===== src/rtl/id_ex_operand_stage.sv =====
// ID/EX pipeline register with EX/MEM and MEM/WB operand forwarding.
// Latches decoded operands and control from decode. Drives the ALU operands and
// op select, the forwarded store data, and a load-use stall request to decode.
// Ports:
//   clk, rst_n                     clock, async active-low reset
//   stall, flush                   hold / bubble controls for the EX slot
//   id_*                           decoded instruction fields from decode
//   exmem_*, memwb_*               forwarding sources from later stages
//   alu_a, alu_b, alu_control      ALU operand and op-select drive
//   ex_store_data                  forwarded rs2 value for stores
//   ex_valid, ex_reg_write,
//   ex_mem_read, ex_mem_write,
//   ex_rd                          registered control for downstream stages
//   load_use_stall                 combinational stall request to IF/ID
module id_ex_operand_stage #(
    parameter int unsigned XLEN  = 32,
    parameter int unsigned RADDR = 5
) (
    input  logic             clk,
    input  logic             rst_n,
    input  logic             stall,
    input  logic             flush,
    input  logic             id_valid,
    input  logic [RADDR-1:0] id_rs1,
    input  logic [RADDR-1:0] id_rs2,
    input  logic [RADDR-1:0] id_rd,
    input  logic [XLEN-1:0]  id_rs1_data,
    input  logic [XLEN-1:0]  id_rs2_data,
    input  logic [XLEN-1:0]  id_imm,
    input  logic [2:0]       id_alu_control,
    input  logic             id_alu_src,
    input  logic             id_reg_write,
    input  logic             id_mem_read,
    input  logic             id_mem_write,
    input  logic             exmem_reg_write,
    input  logic [RADDR-1:0] exmem_rd,
    input  logic [XLEN-1:0]  exmem_result,
    input  logic             memwb_reg_write,
    input  logic [RADDR-1:0] memwb_rd,
    input  logic [XLEN-1:0]  memwb_data,
    output logic [XLEN-1:0]  alu_a,
    output logic [XLEN-1:0]  alu_b,
    output logic [2:0]       alu_control,
    output logic [XLEN-1:0]  ex_store_data,
    output logic             ex_valid,
    output logic             ex_reg_write,
    output logic             ex_mem_read,
    output logic             ex_mem_write,
    output logic [RADDR-1:0] ex_rd,
    output logic             load_use_stall
);

    logic [RADDR-1:0] rs1_q;
    logic [RADDR-1:0] rs2_q;
    logic [XLEN-1:0]  rs1_data_q;
    logic [XLEN-1:0]  rs2_data_q;
    logic [XLEN-1:0]  imm_q;
    logic             alu_src_q;
    logic [XLEN-1:0]  fwd_rs1;
    logic [XLEN-1:0]  fwd_rs2;
    logic             bubble;

    // Load in EX whose destination is read by the instruction in decode.
    assign load_use_stall = id_valid & ex_valid & ex_mem_read & (ex_rd != '0) &
                            ((ex_rd == id_rs1) | (ex_rd == id_rs2));

    // Flush always bubbles; a load-use bubble only applies when not stalled.
    assign bubble = flush | (~stall & load_use_stall);

    // Pipeline register: bubbles clear only the control bits, data is don't-care.
    always_ff @(posedge clk or negedge rst_n) begin
        if (!rst_n) begin
            ex_valid     <= 1'b0;
            ex_reg_write <= 1'b0;
            ex_mem_read  <= 1'b0;
            ex_mem_write <= 1'b0;
            ex_rd        <= '0;
            rs1_q        <= '0;
            rs2_q        <= '0;
            rs1_data_q   <= '0;
            rs2_data_q   <= '0;
            imm_q        <= '0;
            alu_control  <= 3'b000;
            alu_src_q    <= 1'b0;
        end else if (bubble) begin
            ex_valid     <= 1'b0;
            ex_reg_write <= 1'b0;
            ex_mem_read  <= 1'b0;
            ex_mem_write <= 1'b0;
        end else if (!stall) begin
            ex_valid     <= id_valid;
            ex_reg_write <= id_valid & id_reg_write;
            ex_mem_read  <= id_valid & id_mem_read;
            ex_mem_write <= id_valid & id_mem_write;
            ex_rd        <= id_rd;
            rs1_q        <= id_rs1;
            rs2_q        <= id_rs2;
            rs1_data_q   <= id_rs1_data;
            rs2_data_q   <= id_rs2_data;
            imm_q        <= id_imm;
            alu_control  <= id_alu_control;
            alu_src_q    <= id_alu_src;
        end
    end

    // Forwarding muxes; EX/MEM is the younger result so it wins over MEM/WB.
    always_comb begin
        fwd_rs1 = rs1_data_q;
        fwd_rs2 = rs2_data_q;
        if (exmem_reg_write && (exmem_rd != '0) && (exmem_rd == rs1_q)) begin
            fwd_rs1 = exmem_result;
        end else if (memwb_reg_write && (memwb_rd != '0) && (memwb_rd == rs1_q)) begin
            fwd_rs1 = memwb_data;
        end
        if (exmem_reg_write && (exmem_rd != '0) && (exmem_rd == rs2_q)) begin
            fwd_rs2 = exmem_result;
        end else if (memwb_reg_write && (memwb_rd != '0) && (memwb_rd == rs2_q)) begin
            fwd_rs2 = memwb_data;
        end
    end

    assign alu_a         = fwd_rs1;
    assign alu_b         = alu_src_q ? imm_q : fwd_rs2;
    assign ex_store_data = fwd_rs2;

endmodule

===== config.mk =====
export PLATFORM = sky130hd
export DESIGN_NAME = id_ex_operand_stage
export DESIGN_NICKNAME = d
export VERILOG_FILES = /design/src/rtl/id_ex_operand_stage.sv
export SDC_FILE = /design/constraint.sdc
export NUM_CORES = 1
export LEC_CHECK = 0
export CORE_UTILIZATION = 25
export CTS_CLUSTER_DIAMETER = 150
export CTS_CLUSTER_SIZE = 8
export DETAILED_ROUTE_END_ITERATION = 10
export PLACE_DENSITY = 0.6
export SLEW_MARGIN = 40
export SYNTH_ARGS = -nofsm -noshare
export SYNTH_HDL_FRONTEND = slang
export SYNTH_SLANG_ARGS = --single-unit

===== constraint.sdc =====
create_clock -name clk -period 2.2 [get_ports clk]
set_clock_uncertainty 0.2 [all_clocks]
set_input_delay 0.22 -clock clk [delete_from_list [all_inputs] [get_ports clk]]
set_output_delay 0.22 -clock clk [all_outputs]
set_load 0.005 [all_outputs]

# Word level (Yosys, flattened, before mapping)
# Cells that the tools add are included.
# op_classes
n_bitwise,12
n_eq_ne,7
reduce_logical,10
n_mux,13
# ops
op,count
2-to-1 mux 32 bit,5
== test 5 bit,6
nonzero test 5 bit,3
AND 1 bit,8
2-to-1 mux 1 bit,8
logical AND 1 bit,6
"inequality test 2 x 1 -> 1 bit, second input constant",1
inverter 1 bit,2
OR 1 bit,2
AND reduction 2 bit,1
# totals
elab_cells,54
ff_bits,119

# Longest topological paths before layout
# depth
word_depth,8
depth_mapped,7

# Least setup slack after synthesis
# Ideal clock, no wire load.
# synth_path
path_kind,reg2reg
from,register ex_rd[0]
to,register imm_q[19]
path_slack_ns,0.080
period_less_slack_ns,2.120
path_stages_with_launch,7
n_path_buf,2
t_arrival_ns,1.793
path_cell_list,dfrtp_1 nor3_1 a21oi_1 a211oi_2 buf_2 buf_4 mux2_1
# synth_between
elab_chain_cells,7
# synth_lines
item,line_no,rtl
from (decl),49,"output logic [RADDR-1:0] ex_rd,"
from (signal assigned),95,ex_rd <= id_rd;
== test 5 bit or nonzero test 5 bit (tied branches),"65, 64",
OR 1 bit or AND 1 bit (tied branches),"65, 64",
AND 1 bit (*),64,assign load_use_stall = id_valid & ex_valid & ex_mem_read & (ex_rd != '0) &
AND 1 bit (*),68,assign bubble = flush | (~stall & load_use_stall);
OR 1 bit (*),68,
inverter 1 bit (no line) (*),-,
AND reduction 2 bit (no line) (*),-,
to (signal assigned),100,imm_q <= id_imm;
to (decl),57,logic [XLEN-1:0] imm_q;
# Every way passes the cells marked *; elsewhere a longest branch is shown, timed or not.
# A chain may end at the register's enable or synchronous reset.

# Worst setup path after layout
# layout_path
from,register rs2_q[1]
to,output port ex_store_data[14]
# layout_between
elab_chain_cells,4
# layout_lines
item,line_no,rtl
from (decl),54,logic [RADDR-1:0] rs2_q;
from (signal assigned),97,rs2_q <= id_rs2;
== test 5 bit,117,end else if (memwb_reg_write && (memwb_rd != '0) && (memwb_rd == rs2_q)) begin
logical AND 1 bit,117,
2-to-1 mux 32 bit,117,
2-to-1 mux 32 bit (*),115,if (exmem_reg_write && (exmem_rd != '0) && (exmem_rd == rs2_q)) begin
to (decl),44,"output logic [XLEN-1:0] ex_store_data,"
# Marks and branches as above.

==> metrics <==
status finished, violations left; failing checks setup timing; Final Hold Vio Count 0; CTS Buf Count 17; CP endpoint kind output port; Slew headroom 71.0%; Core ar. 27000 µm²; initial antenna violation count 0; via count 6959; CP Max Fanout 4; Synth cell types 33; top post-synthesis cells by area dfrtp_1 43%, mux2_1 14%, mux2i_1 9.3%, mux2_2 4.7%, a221oi_1 2.8%; hold slack 0.0847 ns; Placed Cells 1313; Avg Vias per Cell 4.82; post-layout minimum cycle time 2.83 ns; CP Cell Sequence xor2_1 > nor3_2 > buf_4 > nand3_4 > buf_4 > buf_12 > buf_16 > mux2i_1 > a21oi_1 > dlygate4sd2_1; sequential share of the synthesized area 43.2%; Synth Register Bits 119; Setup-failing EPs final 211; Max-cap violations 0; FP Rows 60; Final Max Tran Viols 0; area share of the largest cell type after synthesis 43.2%; FILL cells 2261; Syn Nets 839; crit-path most repeated cell buf_4; Sw Pwr 2.74 mW; drt total wl 32100 µm; global placer's final weighted congestion 0.790; # diodes 0; Place WS -1.02 ns; total gr overflow 0; period utilization 129%; Pleak 6.14 nW; final setup margin -0.630 ns; internal power 6.50 mW; RSZ-0062 raised after global routing yes; CTS sink cnt 119; Worst EP arrival 2.41 ns; final instance area 14600 µm²; DP Area 10900 µm²; Critical Path RT 1.78 ns; Initial Util 25.5%; largest net degree at the start of global routing 39; DR DRC count 0; remaining antenna violation count 0; CP top delay family buffers and inverters; synth warn 0; worst skew pair latency 0.42 ns; pwr dens 633 nW/µm²; Synth-to-Final Area Change 112%; Clock Power Share 33.1%; Yosys top cell by area dfrtp_1; Iter 0 DRT Violations 296; H-tree levels 4; crit start category flop; average size of a mapped cell 10.8 µm²; Logic pwr share 36.7%; final cell count without fillers 1445; CTS tree yes; Die X 168 µm; vias in the first global route 7633; DP Wirelength 18200 µm; layout cell share with drive strength beyond 1 57.7%; Layout Nets 1290; Post-Syn Area 6890 µm²; Clock Pin Slew Worst Setup and Hold Paths 0.06 ns; drt wl/cell 22.2 µm; Worst Path Buf+Inv 5; CP peak stage delay 0.39 ns; Die Area 28200 µm²; Ports 308; Fmax 353 MHz; Max VDD drop 460 µV; Clock Tree Root clkbuf_16; critical path's slowest cell dfrtp_1; Critical Setup Path Class reg2out; Initial DRT Pass Iterations 4; Hold Path Class in2async; DIE HEIGHT 168 µm; Sequential Power Share 30.2%; port bufs 307; first-pass GRT wire length 46700 µm; Mapped Cells 640; GR Util All Layers 22.2%; worst slew pin tran 0.435 ns; CTS max path bufs 2; sw frac 29.7%
[worst paths after layout]
| check | endpoint | slack (ns) | from | cells after the start |
|---|---|---|---|---|
| max in group asynchronous | rs2_data_q[7] | 1.14 | rst_n | 3 |
| min in group clk | ex_mem_write | 0.19 | id_mem_write | 3 |
| worst min register to register | ex_reg_write | 0.29 | ex_reg_write | 2 |
| worst min-delay path | alu_control[0] | 0.08 | rst_n | 2 |
| worst max-delay path | ex_store_data[14] | -0.63 | rs2_q[1] | 10 |
| worst max register to register | rs2_data_q[20] | -0.17 | ex_rd[0] | 10 |
[per-stage QoR]
step	utilization, %	setup TNS (ns)	power, mW
3_5_place_dp	40.3	-113.90	5.36
6_report	54.0	-56.08	9.24
5_1_grt	54.0	-73.50	9.64
2_1_floorplan	-	0	3.70
4_1_cts	51.8	-64.35	8.99
3_3_place_gp	40.3	-109.21	5.34
[routing by layer]
layer / global-route usage (%) / share of wire (%) / vias to the layer above
met5: 0 / 0 / -
met4: 5.62 / 1.4 / 0
met3: 4.68 / 5.6 / 33
met2: 39.8 / 52 / 236
met1: 27.0 / 41 / 3484
li1: - / - / 3206
[power groups by stage]
stage	combinational (mW)	clock, mW	sequential, mW
2_1_floorplan	1.02	0	2.68
3_3_place_gp	2.61	0	2.73
3_5_place_dp	2.62	0	2.74
4_1_cts	3.12	3.12	2.75
5_1_grt	3.60	3.22	2.82
6_report	3.40	3.06	2.79
[sequential cells by signal, summed over array words and instances, names as in the netlist]
name	cells
alu_control	3
rs1_q	5
ex_reg_write	1
imm_q	32
ex_valid	1
alu_src_q	1
ex_rd	5
rs1_data_q	32
rs2_q	5
ex_mem_read	1
rs2_data_q	32
ex_mem_write	1
[cell usage in the layout, fill, tap and decap left out, types with 4 or more instances in the layout]
cell             instances
nand2_2                 14
nor2_1                   7
nand2_1                 19
dfrtp_1                116
buf_4                   46
inv_1                   33
clkbuf_16               18
mux2i_2                 13
buf_2                   92
xor2_1                  15
buf_8                   27
mux2i_4                 32
o21ai_2                 22
mux2_4                 115
buf_6                   38
mux2i_1                 19
a221oi_2                30
nor2_4                  25
clkdlybuf4s50_1        201
o21ai_1                  7
buf_16                  17
buf_12                  45
a21oi_2                 31
nor2_2                   4
xnor2_1                 14
dlygate4sd2_1            5
bufinv_16                4
nor3_1                   9
nor3_2                  26
nand3b_1                 5
[area by class of cell]
type,count,area [µm²],area share [%]
sequential,119,2980,20.4
clock inverter,12,175,1.20
clock buffer,20,457,3.13
timing repair buffer,479,5180,35.4
multi-input combinational,441,5260,36.0
inverter,33,124,0.848
tap,341,427,2.92
[synthesized netlist by cell type, drive strengths merged]
cell type	n
dfrtp	119
mux2	115
mux2i	64
nor3	37
nand2	36
nor2	36
o21ai	35
a21oi	33
inv	33
a221oi	32
buf	30
clkbuf	17
xor2	16
xnor2	14
nand3	5
nand3b	5
and4	2
o21a	2
or4	2
a211oi	1
a31oi	1
and2	1
and3	1
nor2b	1
o22ai	1
o41ai	1
[kinds of logic (layout without fill, tap and decap cells)]
kind of cell,count (synthesis),after routing,synth area share [%]
AOI/OAI and AO/OA,106,106,10.6
buffers and inverters,80,544,5.89
xor gates and xnor gates,30,30,3.81
DFF,119,119,43.2
muxes,179,179,28.1
and+or+nand+nor,126,126,8.34
[what timing repair did]
item                                   CTS  global route
hold buffers                             1             0
gates cloned                            31             1
pin swaps                               80            44
setup endpoints to repair              201           212
resized for setup                      735           220
endpoints found under the hold margin  119             0
buffers inserted                        73            19
Note: power is estimated with default switching activity, not from simulation.
